**src/rtl/lfsr_pkg.sv**
```systemverilog
// Shared types and helpers for the LFSR timeout scheduler.
// Holds the FSM state encoding and the 4-bit maximal-length LFSR step function.
package lfsr_pkg;

  localparam int LFSR_W = 4;
  localparam logic [LFSR_W-1:0] LFSR_TERM    = 4'hF;
  localparam logic [LFSR_W-1:0] LFSR_ILLEGAL = 4'h0;

  typedef enum logic [1:0] {
    IDLE,
    LOAD,
    COUNT,
    DONE
  } state_t;

  // x^4 + x^3 + 1 Fibonacci form; all-zero is the lock-up state and is never entered.
  function automatic logic [LFSR_W-1:0] lfsr_next(input logic [LFSR_W-1:0] s);
    return {s[2:0], s[3] ^ s[2]};
  endfunction

endpackage

```
**src/rtl/lfsr_timer_sched_if.sv**
```systemverilog
// Request/grant/completion bundle between client FSMs and the LFSR timeout scheduler.
// Clients use the master view; the scheduler uses the slave view.
interface lfsr_timer_sched_if #(
  parameter int NUM_REQ = 4,
  parameter int ID_W    = $clog2(NUM_REQ)
);

  logic [NUM_REQ-1:0]   req;
  logic [4*NUM_REQ-1:0] req_seed;
  logic                 abort;
  logic [NUM_REQ-1:0]   gnt;
  logic [NUM_REQ-1:0]   done;
  logic                 err;
  logic                 busy;
  logic [ID_W-1:0]      cur_id;

  modport master (
    output req, req_seed, abort,
    input  gnt, done, err, busy, cur_id
  );

  modport slave (
    input  req, req_seed, abort,
    output gnt, done, err, busy, cur_id
  );

endinterface

```
**src/rtl/lfsr4_core.sv**
```systemverilog
// 4-bit LFSR register with synchronous reset to the terminal state.
// A load takes priority over a step in the same cycle.
module lfsr4_core
  import lfsr_pkg::*;
(
  input  logic              clk,
  input  logic              rst,
  input  logic              load,
  input  logic [LFSR_W-1:0] seed,
  input  logic              step,
  output logic [LFSR_W-1:0] q
);

  logic [LFSR_W-1:0] q_reg;

  always_ff @(posedge clk) begin
    if (rst) begin
      q_reg <= LFSR_TERM;
    end else if (load) begin
      q_reg <= seed;
    end else if (step) begin
      q_reg <= lfsr_next(q_reg);
    end
  end

  assign q = q_reg;

endmodule

```
**src/rtl/lfsr_timer_sched.sv**
```systemverilog
// Round-robin scheduler sharing one 4-bit LFSR terminal counter among NUM_REQ clients.
// A granted client's seed is loaded and stepped until 4'hF, then done is pulsed to it.
module lfsr_timer_sched
  import lfsr_pkg::*;
#(
  parameter int NUM_REQ = 4,
  parameter int ID_W    = $clog2(NUM_REQ)
) (
  input  logic clk,
  input  logic rst,
  lfsr_timer_sched_if.slave bus
);

  localparam logic [ID_W-1:0] LAST_ID = ID_W'(NUM_REQ - 1);

  state_t            state_reg, state_next;
  logic [ID_W-1:0]   id_reg, id_next;
  logic [LFSR_W-1:0] seed_reg, seed_next;
  logic [ID_W-1:0]   rr_ptr_reg, rr_ptr_next;
  logic [NUM_REQ-1:0] gnt_reg, gnt_next;
  logic [NUM_REQ-1:0] done_reg, done_next;
  logic              err_reg, err_next;
  logic              busy_reg, busy_next;
  logic [ID_W-1:0]   cur_id_reg, cur_id_next;

  logic              lfsr_load;
  logic              lfsr_step;
  logic [LFSR_W-1:0] lfsr_q;

  logic [LFSR_W-1:0] seed_arr [NUM_REQ];
  logic              pick_found;
  logic [ID_W-1:0]   pick_id;
  int                pick_idx;

  function automatic logic [ID_W-1:0] next_id(input logic [ID_W-1:0] i);
    return (i == LAST_ID) ? '0 : i + 1'b1;
  endfunction

  genvar gi;
  generate
    for (gi = 0; gi < NUM_REQ; gi++) begin : g_seed
      assign seed_arr[gi] = bus.req_seed[gi*LFSR_W +: LFSR_W];
    end
  endgenerate

  // First requester at or after rr_ptr, wrapping; the owner of the last job goes to the back.
  always_comb begin
    pick_found = 1'b0;
    pick_id    = '0;
    pick_idx   = 0;
    for (int i = 0; i < NUM_REQ; i++) begin
      pick_idx = int'(rr_ptr_reg) + i;
      if (pick_idx >= NUM_REQ) pick_idx = pick_idx - NUM_REQ;
      if (!pick_found && bus.req[ID_W'(pick_idx)]) begin
        pick_found = 1'b1;
        pick_id    = ID_W'(pick_idx);
      end
    end
  end

  lfsr4_core u_core (
    .clk  (clk),
    .rst  (rst),
    .load (lfsr_load),
    .seed (seed_reg),
    .step (lfsr_step),
    .q    (lfsr_q)
  );

  always_comb begin
    state_next  = state_reg;
    id_next     = id_reg;
    seed_next   = seed_reg;
    rr_ptr_next = rr_ptr_reg;
    gnt_next    = '0;
    done_next   = '0;
    err_next    = 1'b0;
    lfsr_load   = 1'b0;
    lfsr_step   = 1'b0;

    // Output pulses are set on the transition so they are high during the target state.
    unique case (state_reg)
      IDLE: begin
        if (pick_found) begin
          state_next        = LOAD;
          id_next           = pick_id;
          seed_next         = seed_arr[pick_id];
          gnt_next[pick_id] = 1'b1;
        end
      end
      LOAD: begin
        if (bus.abort) begin
          state_next  = IDLE;
          rr_ptr_next = next_id(id_reg);
        end else if (seed_reg == LFSR_ILLEGAL) begin
          // Zero would lock the LFSR, so it is reported instead of loaded.
          state_next       = DONE;
          done_next[id_reg] = 1'b1;
          err_next         = 1'b1;
        end else begin
          state_next = COUNT;
          lfsr_load  = 1'b1;
        end
      end
      COUNT: begin
        if (bus.abort) begin
          state_next  = IDLE;
          rr_ptr_next = next_id(id_reg);
        end else if (lfsr_q == LFSR_TERM) begin
          state_next        = DONE;
          done_next[id_reg] = 1'b1;
        end else begin
          lfsr_step = 1'b1;
        end
      end
      DONE: begin
        state_next  = IDLE;
        rr_ptr_next = next_id(id_reg);
      end
      default: state_next = IDLE;
    endcase

    busy_next   = (state_next != IDLE);
    cur_id_next = (state_next != IDLE) ? id_next : '0;
  end

  always_ff @(posedge clk) begin
    if (rst) begin
      state_reg  <= IDLE;
      id_reg     <= '0;
      seed_reg   <= '0;
      rr_ptr_reg <= '0;
      gnt_reg    <= '0;
      done_reg   <= '0;
      err_reg    <= 1'b0;
      busy_reg   <= 1'b0;
      cur_id_reg <= '0;
    end else begin
      state_reg  <= state_next;
      id_reg     <= id_next;
      seed_reg   <= seed_next;
      rr_ptr_reg <= rr_ptr_next;
      gnt_reg    <= gnt_next;
      done_reg   <= done_next;
      err_reg    <= err_next;
      busy_reg   <= busy_next;
      cur_id_reg <= cur_id_next;
    end
  end

  assign bus.gnt    = gnt_reg;
  assign bus.done   = done_reg;
  assign bus.err    = err_reg;
  assign bus.busy   = busy_reg;
  assign bus.cur_id = cur_id_reg;

endmodule

```
**src/flat_wrapper.sv**
```systemverilog
// flat-port wrapper written by rule: the top's interface ports become plain ports
module lfsr_timer_sched_flat import lfsr_pkg::*;
#(
  parameter int NUM_REQ = 4,
  parameter int ID_W    = $clog2(NUM_REQ)
)
  (clk, rst, bus_req, bus_req_seed, bus_abort, bus_gnt, bus_done, bus_err, bus_busy, bus_cur_id);
  lfsr_timer_sched_if #(.NUM_REQ(NUM_REQ), .ID_W(ID_W)) bus_i ();
  input  logic clk;
  input  logic rst;
  input wire logic [$bits(bus_i.req)-1:0] bus_req;
  input wire logic [$bits(bus_i.req_seed)-1:0] bus_req_seed;
  input wire logic [$bits(bus_i.abort)-1:0] bus_abort;
  output wire logic [$bits(bus_i.gnt)-1:0] bus_gnt;
  output wire logic [$bits(bus_i.done)-1:0] bus_done;
  output wire logic [$bits(bus_i.err)-1:0] bus_err;
  output wire logic [$bits(bus_i.busy)-1:0] bus_busy;
  output wire logic [$bits(bus_i.cur_id)-1:0] bus_cur_id;
  assign bus_i.req = bus_req;
  assign bus_i.req_seed = bus_req_seed;
  assign bus_i.abort = bus_abort;
  assign bus_gnt = bus_i.gnt;
  assign bus_done = bus_i.done;
  assign bus_err = bus_i.err;
  assign bus_busy = bus_i.busy;
  assign bus_cur_id = bus_i.cur_id;
  lfsr_timer_sched #(.NUM_REQ(NUM_REQ), .ID_W(ID_W)) u_core (.clk(clk), .rst(rst), .bus(bus_i));
endmodule
```
**config.mk**
```make
export PLATFORM = sky130hd
export DESIGN_NAME = lfsr_timer_sched_flat
export DESIGN_NICKNAME = d
export VERILOG_FILES = /design/src/rtl/lfsr_pkg.sv /design/src/rtl/lfsr_timer_sched_if.sv /design/src/rtl/lfsr4_core.sv /design/src/rtl/lfsr_timer_sched.sv /design/src/flat_wrapper.sv
export SDC_FILE = /design/constraint.sdc
export NUM_CORES = 1
export LEC_CHECK = 0
export CORE_ASPECT_RATIO = 1.2
export CORE_MARGIN = 2
export CORE_UTILIZATION = 38
export CTS_BUF_LIST = sky130_fd_sc_hd__clkbuf_16
export CTS_CLUSTER_DIAMETER = 120
export DETAILED_ROUTE_END_ITERATION = 6
export GPL_TIMING_DRIVEN = 1
export SLEW_MARGIN = 20
export SYNTH_ARGS = -nofsm -noshare
export SYNTH_HDL_FRONTEND = slang
export SYNTH_SLANG_ARGS = --single-unit
```
**constraint.sdc**
```tcl
create_clock -name clk -period 2.43 [get_ports clk]
set_clock_uncertainty 0.2 [all_clocks]
set_input_delay 0.243 -clock clk [delete_from_list [all_inputs] [get_ports clk]]
set_output_delay 0.243 -clock clk [all_outputs]
set_load 0.02 [all_outputs]
```
* Word level (Yosys, flattened, before mapping)
Index checks and enable logic that the tools add are counted.
Storage, ports and cells: flip-flop bits (word level) 26, input port bits 23, logic and storage cells 118, output and inout bits 12
Cells by class: bitwise logic cells 6, reductions and logical operators 19, equal/unequal tests 6, add/sub/neg operators 8, mux-type cells 56, magnitude comparators 13
Operators with widths (count):
- two-way mux 2 bit | 16
- two-way mux 4 bit | 8
- two-way mux 1 bit | 22
- less-than comparator 2 x 4 -> 1 bit (second input constant) | 4
- >= comparator 3 bit (second input constant) | 4
- binary-select mux 1 bit (select 2 bit) | 4
- binary-select mux 4 bit (select 2 bit) | 1
- one-hot mux 2 bit (4 select lines) | 1
- one-hot mux 4 bit (2 select lines) | 1
- subtractor 2 x 1 -> 2 bit (second input constant) | 4
- adder 2 x 2 -> 3 bit (second input constant) | 2
- equality test 2 bit (second input constant) | 3
- less-than comparator 2 x 3 -> 1 bit (second input constant) | 2
- nonzero test 2 bit | 3
- OR reduction 3 bit | 2
- logical AND 1 bit | 5
- demux 1 bit (select 2 bit) | 2
- equality test 4 bit (second input constant) | 1
- >= comparator 2 x 1 -> 1 bit (second input constant) | 2
- logical NOT 4 bit | 1
- inverter 1 bit | 4
- one-hot mux 2 bit (2 select lines) | 1
- AND reduction 2 bit | 2
- OR reduction 2 bit | 2
- 9 further kinds | 11

* Logic depth before layout (Yosys ltp)
Gate-level depths: netlist of run 1.
depth after elaboration 20, mapped depth 7, gate-level depth less buffers 7

* Hierarchy
A second synthesis of run 1 with hierarchy kept.
Second synthesis, totals: cells, all modules 132, area, all modules 1262.5 um2
By module, submodules not included:
- lfsr_timer_sched | cells an instance 113, seq. area each 440.4 um2, instances 1, area each 1077.3 um2
- lfsr4_core | cells an instance 19, seq. area each 80.1 um2, instances 1, area each 185.2 um2

* Worst setup path before layout of run 1
No wires, ideal clock.
kind reg-to-reg, from register u_core.state_reg[1], to register u_core.cur_id_reg[0], in the netlist u_core.bus.cur_id[0], library setup time 0.059 ns, path buffers 0, arrival time 1.572 ns, setup slack 0.599 ns, cell stages (with the launch flop) 8, period minus slack after synthesis 1.831 ns, data required time 2.171 ns, cells stage by stage dfxtp_1 inv_1 ha_1 nor2b_1 o2bb2a_4 a21o_4 a41oi_2 and2_1
Between the ends: longest elaborated chain between the ends 6, elaborated cells on any way between the ends 12, classes of those cells eq/ne: 3; mux: 5; bitwise: 1; reduce/logical: 3
RTL lines:
- from (decl) | RTL line lfsr_timer_sched.sv:16 | state_t state_reg, state_next;
- from (signal assigned) | RTL line lfsr_timer_sched.sv:139 | state_reg <= state_next;
- two-way mux 2 bit | RTL line lfsr_timer_sched.sv:109 | end else if (lfsr_q == LFSR_TERM) begin
- two-way mux 2 bit | RTL line lfsr_timer_sched.sv:106 | if (bus.abort) begin
- one-hot mux 2 bit (4 select lines) | RTL line lfsr_timer_sched.sv:82 | unique case (state_reg)
- nonzero test 2 bit | RTL line lfsr_timer_sched.sv:124 | cur_id_next = (state_next != IDLE) ? id_next : '0;
- inverter 1 bit (no source line)
- OR reduction 2 bit (no source line)
- to (signal assigned) | RTL line lfsr_timer_sched.sv:147 | cur_id_reg <= cur_id_next;
- to (decl) | RTL line lfsr_timer_sched.sv:24 | logic [ID_W-1:0] cur_id_reg, cur_id_next;
Several ways; a longest one is shown, not always the timed one. A chain may end at the register's enable or synchronous reset.

* Worst setup path after layout of run 1
from input bus_req[1], to register u_core.seed_reg[1]
Between the ends: longest elaborated chain between the ends 17, elaborated cells on any way between the ends 31, classes of those cells mux: 23; bitwise: 1; reduce/logical: 7
RTL lines:
- from (decl) | RTL line flat_wrapper.sv:11 | input wire logic [$bits(bus_i.req)-1:0] bus_req;
- binary-select mux 1 bit (select 2 bit) | RTL line lfsr_timer_sched.sv:54 | if (!pick_found && bus.req[ID_W'(pick_idx)]) begin
- two-way mux 1 bit (not written as such) (2 in a row) | RTL line lfsr_timer_sched.sv:54
- two-way mux 1 bit | RTL line lfsr_timer_sched.sv:54
- logical NOT 1 bit | RTL line lfsr_timer_sched.sv:54
- logical AND 1 bit | RTL line lfsr_timer_sched.sv:54
- two-way mux 1 bit | RTL line lfsr_timer_sched.sv:54
- logical NOT 1 bit | RTL line lfsr_timer_sched.sv:54
- logical AND 1 bit | RTL line lfsr_timer_sched.sv:54
- two-way mux 1 bit | RTL line lfsr_timer_sched.sv:54
- logical NOT 1 bit | RTL line lfsr_timer_sched.sv:54
- logical AND 1 bit | RTL line lfsr_timer_sched.sv:54
- two-way mux 2 bit | RTL line lfsr_timer_sched.sv:54
- inverter 2 -> 3 bit (not written as such) | RTL line lfsr_timer_sched.sv:87 | seed_next = seed_arr[pick_id];
- binary-select mux 4 bit (select 2 bit) | RTL line lfsr_timer_sched.sv:87
- two-way mux 4 bit (not written as such) (2 in a row) | RTL line lfsr_timer_sched.sv:87
- to (signal assigned) | RTL line lfsr_timer_sched.sv:141 | seed_reg <= seed_next;
- to (decl) | RTL line lfsr_timer_sched.sv:18 | logic [LFSR_W-1:0] seed_reg, seed_next;
Several ways; a longest one is shown, not always the timed one. The select of a mux whose other input is x is not followed.

==> flow_summary.ini, run 1 <==
[run_status]
status = completed

[timing]
slew_headroom_pct = 67.77
period_share_pct = 82.22
tightest_slew_ps = 481.9
rsz0062_at_grt = false
finalCriticalPeriod_ps = 1998
final_max_slew_viol_count = 0
hold_viol = 0
setup_viol = 0
fmax_mhz = 500.5
finalSetupTns_ps = 0

[worst_setup_path]
arrival_ps = 1920
critPathMaxFanout = 8
worstSetupEndpointType = flip-flop
critPathRequiredTime_ps = 2360
cp-start-kind = input pin
worstSetupPathType = in2reg

[pwr]
power.internal_mw = 0.9412
p_sw_mw = 0.3205
p_comb_share_pct = 22.2
p_leak_nw = 0.7363
swShare_pct = 25.40
pwr-share-seq_pct = 39.7
power.density_mw_per_mm2 = 688.3
ir_drop_v = 0.0004052
pwr-share-clk_pct = 38.2

[drt]
wl_per_cell_um = 13.35
antenna_left = 0
via_count = 1083
drtIter0Drc = 17
drc = 0
drtPass1Iterations = 4
detail_route.vias_per_cell = 5.232
routed_wl_um = 2764

[clock_network]
clkTransAtPathRegs_ps = 70
clkLatencyLatePin_ps = 260
cts_max_path_buffers = 2
cts-resized-gates = 0
cts.htree.levels = 1
cts_root_buf = clkbuf_16
holdBufCountCts = 0
cts_num_sinks = 26
post_cts_buffers = 0
cts_made_buffers = 3
cts_tree = done

[placed_design]
gp_congestion = 0.7768
portBuffers = 34
dp_hpwl_um = 2181
dp_cells = 203

[synth]
syn_area_mm2 = 0.001346
synth.area.top_cells = dfxtp_1 39%, mux2i_1 11%, ha_1 9.3%
synth_edf_count = 0
synth.top_cell.area_share_pct = 38.66
yosysWarnings = 0
synth-async-reset-ratio_pct = 0
syn-num-nets = 166
synthCells = 133
ys.flop_type = dfxtp_1
synth-seq-cells = 26
synth.avg_cell_area_um2 = 10.12
yosys.cell_types.count = 36
yosysSeqAreaShare_pct = 38.66
yosysTopAreaCell = dfxtp_1

[cells_and_area]
mostFrequentLayoutCells = 34 x clkdlybuf4s50_1, 26 x dfxtp_1, 15 x mux2i_1
num_antenna_cells = 0
drive_above_1_share_pct = 10.59
stdcell_count = 207
syn_to_final_growth_pct = 36.15
final_common_cell = clkdlybuf4s50_1
nNetsFinal = 204

[flow_run]
maxCapViolCount = 0

[global_routing]
grt_start_max_net_pins = 16
grt_antenna_before_repair = 0
grt_pass1_wl_um = 4823
grt_usage_pct = 14.73
grt-ovfl-total = 0
grt_pass1_vias = 1113

[die]
die_x_um = 58.34
core-area_mm2 = 0.003367
ios = 35
die_area_mm2 = 0.004037
num_rows = 23
fp.dieH_um = 69.20
start_util_pct = 39.99

[worst_hold_path]
hold_class = reg2reg
## metal layers
layer / up-vias / track usage (%) / wire [um]
met3: 6 / 3.172 / 170
li1: 542 / - / -
met4: 0 / 5.168 / 65
met1: 496 / 18.00 / 1182
met2: 39 / 24.84 / 1346
met5: - / 0 / 0
## critical path: stages
cell,delay [ps]
clkdlybuf4s50_1,490
or4_4,580
nand2_2,170
nor2_1,70
nand2b_1,210
o221ai_1,170
## Yosys cell counts (2+ instances only)
master and number:
or3_1 2, nand2_1 5, inv_1 8, nand2b_1 2, nor3b_1 2, o21ai_0 6, nor2_1 10, and2_1 5
nor2b_1 6, ha_1 10, a21oi_1 6, dfxtp_1 26, o221ai_1 5, mux2i_1 15, nand3b_1 4
## cells by family (layout without fill, tap and decap cells)
logic type      after synthesis  count (layout)  synth area share (%)
simple gates                 43              43                 20.17
compound gates               27              27                 16.17
flops                        26              26                 38.66
mux                          16              16                 11.99
buf+inv                      11              48                 3.717
fa+ha+maj                    10              10                 9.294
## power groups by stage
stage	logic, mW	clock network, mW	registers (mW)
after floorplan	0.171	0	0.517
after global placement	0.277	0	0.509
after detailed placement	0.280	0	0.510
after CTS	0.282	0.487	0.501
after global routing	0.310	0.504	0.506
final	0.280	0.482	0.500
## through the flow
stage               setup WS, ps  power, mW  util, %  hold slack [ps]  area, um2
global placement           241.8     0.7858    51.32            276.2       1728
finish                     432.0      1.262    54.44            294.6       1833
detailed placement         179.6     0.7900    51.32            280.9       1728
CTS                        441.7      1.270    54.44            296.5       1833
floorplan                  598.7     0.6882        -            242.7       1346
global route               317.1      1.319    54.44            331.7       1833
## worst paths after layout
path | start | endpoint | slack (ps) | cells after the start
setup / recovery | bus_req[1] | u_core.seed_reg[1] | 430 | 6
hold / removal | u_core.rr_ptr_reg[0] | u_core.rr_ptr_reg[0] | 290 | 2
setup reg to reg | u_core.state_reg[0] | u_core.u_core.q[2] | 500 | 7
hold reg to reg | u_core.rr_ptr_reg[0] | u_core.rr_ptr_reg[0] | 290 | 2
## final cells by class
type                            instances  area (um2)
Timing Repair Buffer                   36       355.3
Multi-Input combinational cell         96       775.7
Tap cell                               37       46.29
Sequential cell                        26       520.5
Clock inverter                          1       30.03
Clock buffer                            3       75.07
Inverter                                8       30.03
Fill cell                             305        1534
No activity file was read; power rests on OpenSTA's default activity.
==> inputs of run 2 (changes only) <==
Clock period 2.43 ns to 2 ns, I/O delays scaled along.
==> flow_summary.ini, run 2 (synthesized netlist as in run 1, its figures left out) <==
[worst_setup_path]
critPathMaxFanout = 4
worstSetupEndpointType = flip-flop
critPathRequiredTime_ps = 2000
r2r_slack_ps = 120
path_cells = inv_1, ha_1, nor2b_2, o2bb2a_4, a21o_4, a21oi_1, o21ba_1
worstReg2RegEnd = u_core.bus.cur_id[1]
slowest_delay_ps = 350
r2r_cells = 7
crit_path_start = u_core.state_reg[1]
cp-start-kind = flip-flop
crit_family = compound AO/OA/AOI/OAI gates
r2r-start = u_core.state_reg[1]
worstSetupPathType = reg2reg
cpMaxStageDelayCell = dfxtp_1
critPathBufInv = 1
arrival_ps = 1880

[cells_and_area]
fill_cells = 301
final_area_mm2 = 0.001883
stdcell_count = 216
nNetsFinal = 214
drive_above_1_share_pct = 16.20
final_common_cell = clkdlybuf4s50_1
num_antenna_cells = 0
mostFrequentLayoutCells = 34 x clkdlybuf4s50_1, 26 x dfxtp_1, 15 x mux2i_1
syn_to_final_growth_pct = 39.87

[timing]
period_share_pct = 94.03
hold_viol = 0
finalSetupTns_ps = 0
fmax_mhz = 531.7
finalCriticalPeriod_ps = 1881
slew_headroom_pct = 73.88
setup_viol = 0
final_max_slew_viol_count = 0
rsz0062_at_grt = false
tightest_slew_ps = 380.9

[die]
die_x_um = 58.34
start_util_pct = 39.99
num_rows = 23
core-area_mm2 = 0.003367
ios = 35
die_area_mm2 = 0.004037
fp.dieH_um = 69.20

[pwr]
fin_total_pwr_mw = 1.407
ir_drop_v = 0.0004322
p_leak_nw = 0.7716
power.density_mw_per_mm2 = 746.9

[drt]
detail_route.vias_per_cell = 5.125
via_count = 1107
antenna_left = 0
drc = 0
wl_per_cell_um = 13.10
drtPass1Iterations = 4
routed_wl_um = 2830
drtIter0Drc = 34

[clock_network]
post_cts_buffers = 0
clkLatencyLatePin_ps = 260
cts_made_buffers = 3
cts.htree.levels = 1
holdBufCountCts = 0
cts_num_sinks = 26
cts_max_path_buffers = 2
cts_root_buf = clkbuf_16
clkTransAtPathRegs_ps = 60
cts_tree = done

[global_routing]
grt_pass1_wl_um = 4830
grt_usage_pct = 15.26
grt-ovfl-total = 0
grt_pass1_vias = 1122
grt_antenna_before_repair = 0
grt_start_max_net_pins = 14

[placed_design]
dp_hpwl_um = 2319
place_area_mm2 = 0.001803
dp_cells = 213
gp_congestion = 0.7401
portBuffers = 34

[worst_hold_path]
hold_class = reg2reg
worstHoldStart = u_core.rr_ptr_reg[0]
hold-path-endpoint = u_core.rr_ptr_reg[0]
hold_path_depth = 2

[run_status]
status = completed

[flow_run]
maxCapViolCount = 0
-- run 2: cell count changes in the layout (fill, tap and decap cells not counted), sizes merged --
cell | before | now
buf | 2 | 12
bufinv | 1 | 0
-- run 2: power breakdown --
group	internal (mW)	switching [mW]	total, mW
Sequential	0.567	0.0431	0.610
Clock	0.265	0.167	0.431
Combinational	0.199	0.167	0.366
Total	1.03	0.376	1.41
-- run 2: layout make-up --
class | count | area [um2] | area share (%)
Clock buffer | 3 | 75.07 | 3.987
Inverter | 8 | 30.03 | 1.595
Multi-Input combinational cell | 96 | 780.7 | 41.46
Sequential cell | 26 | 520.5 | 27.64
Tap cell | 37 | 46.29 | 2.458
Timing Repair Buffer | 46 | 430.4 | 22.86
-- run 2: routing by layer --
layer / GRT usage (%) / vias to the layer above / part of all wire [%]
li1: - / 567 / -
met1: 17.67 / 500 / 43
met2: 26.84 / 33 / 50
met3: 3.545 / 7 / 4.8
met4: 4.910 / 0 / 1.7
met5: 0 / - / 0
-- run 2: timing repair --
action | in CTS | in global routing
endpoints found under the hold margin | 0 | 0
endpoints found under the setup margin | 0 | 1
gates resized for setup | 0 | 3
-- run 2: worst min-delay path, delay by kind of cell (launching register included) --
kind / cells / cell delay (ps)
flops: 1 / 350
compound gates: 1 / 50
simple gates: 1 / 70
-- run 2: worst max path at each step --
stage	slack, ps	to	cells after the start
floorplan	170	u_core.bus.cur_id[0]	7
global placement	-50	u_core.seed_reg[0]	6
detailed placement	-110	u_core.seed_reg[2]	6
CTS	70	u_core.bus.cur_id[1]	7
global route	30	u_core.u_core.q[2]	7
finish	120	u_core.bus.cur_id[1]	7
-- run 2: stage by stage --
stage | hold WS (ps) | setup slack, ps | util [%]
global placement | 291.0 | -54.05 | 53.55
floorplan | 199.7 | 168.7 | -
CTS | 306.6 | 69.71 | 55.78
detailed placement | 297.8 | -105.7 | 53.55
finish | 312.6 | 119.4 | 55.93
global route | 331.8 | 29.92 | 55.93
==> inputs of run 3 (changes only) <==
--- a/config.mk
+++ b/config.mk
@@ -14,3 +14,2 @@
 export GPL_TIMING_DRIVEN = 1
-export SLEW_MARGIN = 20
 export SYNTH_ARGS = -nofsm -noshare
==> constraint.sdc (replaced) <==
create_clock -name clk -period 2 [get_ports clk]
set_clock_uncertainty 0.2 [all_clocks]
set_input_delay 0.3 -clock clk [delete_from_list [all_inputs] [get_ports clk]]
set_output_delay 0.3 -clock clk [all_outputs]
set_load 0.02 [all_outputs]
==> flow_summary.ini, run 3 (synthesized netlist as in run 1, its figures left out) <==
[run_status]
status = completed

[timing]
rsz0062_at_grt = true
fin_ws_ps = 63.33
finalCriticalPeriod_ps = 1937
fmax_mhz = 516.4
slew_headroom_pct = 76.06
period_share_pct = 96.83
final_max_slew_viol_count = 0
finalSetupTns_ps = 0
tightest_slew_ps = 349.2
setup_viol = 0
hold_viol = 0

[global_routing]
grt_pass1_wl_um = 4905
grt_pass1_vias = 1155
grt_antenna_before_repair = 0
grt-ovfl-total = 0
grt_start_max_net_pins = 15
grt_usage_pct = 15.14

[worst_setup_path]
worstSetupPathType = in2reg
arrival_ps = 1910
cp-start-kind = input pin
r2r-start = u_core.state_reg[1]
critPathMaxFanout = 5
critPathRequiredTime_ps = 1970
worstSetupEndpointType = flip-flop
crit_path_start = bus_req[0]

[cells_and_area]
drive_above_1_share_pct = 20.11
fill_cells = 295
num_antenna_cells = 0
final_common_cell = clkdlybuf4s50_1
nNetsFinal = 218
mostFrequentLayoutCells = 33 x clkdlybuf4s50_1, 26 x dfxtp_1, 15 x mux2i_1, 15 x buf_4, 10 x ha_1
syn_to_final_growth_pct = 45.72

[clock_network]
cts_max_path_buffers = 2
cts.htree.levels = 1
cts_made_buffers = 3
cts_root_buf = clkbuf_16
clkLatencyLatePin_ps = 250
cts_tree = done
holdBufCountCts = 0
clkTransAtPathRegs_ps = 60
cts_num_sinks = 26

[drt]
routed_wl_um = 2967
detail_route.vias_per_cell = 5.199
drc = 0
via_count = 1149
drtIter0Drc = 23
antenna_left = 0
drtPass1Iterations = 4
wl_per_cell_um = 13.43

[die]
num_rows = 23
core-area_mm2 = 0.003367
ios = 35
die_area_mm2 = 0.004037
fp.dieH_um = 69.20
die_x_um = 58.34
start_util_pct = 39.99

[placed_design]
gp_congestion = 0.7441
dpl_worst_slack_ps = -217.5
dp_hpwl_um = 2296
portBuffers = 34

[pwr]
ir_drop_v = 0.0004529
swShare_pct = 26.93
fin_total_pwr_mw = 1.433
power.density_mw_per_mm2 = 730.6
p_sw_mw = 0.3860
pwr-share-clk_pct = 30.3
power.internal_mw = 1.047
pwr-share-seq_pct = 42.6
p_comb_share_pct = 27.2
p_leak_nw = 0.8138

[worst_hold_path]
worstHoldStart = u_core.rr_ptr_reg[0]
hold_class = reg2reg

[flow_run]
maxCapViolCount = 0
==> run 3: cell type report <==
type                            instances  area (um2)  area share, %
Timing Repair Buffer                   49       455.4          23.21
Multi-Input combinational cell         97       830.8          42.35
Sequential cell                        26       520.5          26.53
Clock buffer                            3       75.07          3.827
Tap cell                               37       46.29          2.360
Clock inverter                          1       3.754         0.1913
Inverter                                8       30.03          1.531
==> run 3: worst paths after layout <==
path                          endpoint  slack [ps]  depth (start not counted)
hold reg to reg   u_core.rr_ptr_reg[0]         310                          2
setup / recovery    u_core.seed_reg[1]          60                          7
hold / removal    u_core.rr_ptr_reg[0]         310                          2
setup reg to reg  u_core.bus.cur_id[1]         130                          7
==> run 3: timing repair <==
item | 4_1_cts | 5_1_grt
resized for setup | 0 | 12
endpoints found under the setup margin | 0 | 6
setup buffers | 0 | 1
==> run 3: metal layers <==
layer	routed length, um	GRT usage [%]	vias up	part of all wire (%)
met5	0	0	-	0
met4	36	3.876	0	1.2
met3	107	2.425	4	3.6
met1	1278	17.87	539	43
met2	1545	27.47	30	52
li1	-	-	576	-
==> run 3: metrics by stage <==
| stage | hold slack (ps) | instances | utilization [%] | instance area (um2) |
|---|---|---|---|---|
| 2_1_floorplan | 253.7 | 133 | - | 1346 |
| 3_3_place_gp | 289.6 | 215 | 53.99 | 1818 |
| 3_5_place_dp | 296.0 | 215 | 53.99 | 1818 |
| 4_1_cts | 304.7 | 219 | 56.34 | 1897 |
| 5_1_grt | 345.1 | 221 | 58.27 | 1962 |
| 6_report | 309.6 | 221 | 58.27 | 1962 |
==> run 3: power by group through the flow <==
stage,Combinational (mW),Clock (mW),Sequential [mW]
4_1_cts,0.371,0.442,0.609
2_1_floorplan,0.207,0,0.629
6_report,0.390,0.434,0.610
3_5_place_dp,0.369,0,0.620
5_1_grt,0.430,0.464,0.616
3_3_place_gp,0.364,0,0.620
==> run 3: worst max-delay path, stage by stage <==
cell	delay, ps
clkdlybuf4s50_1	430
buf_4	150
nor2b_1	140
o21ai_0	190
o221ai_1	210
nand2b_2	270
o221ai_1	210
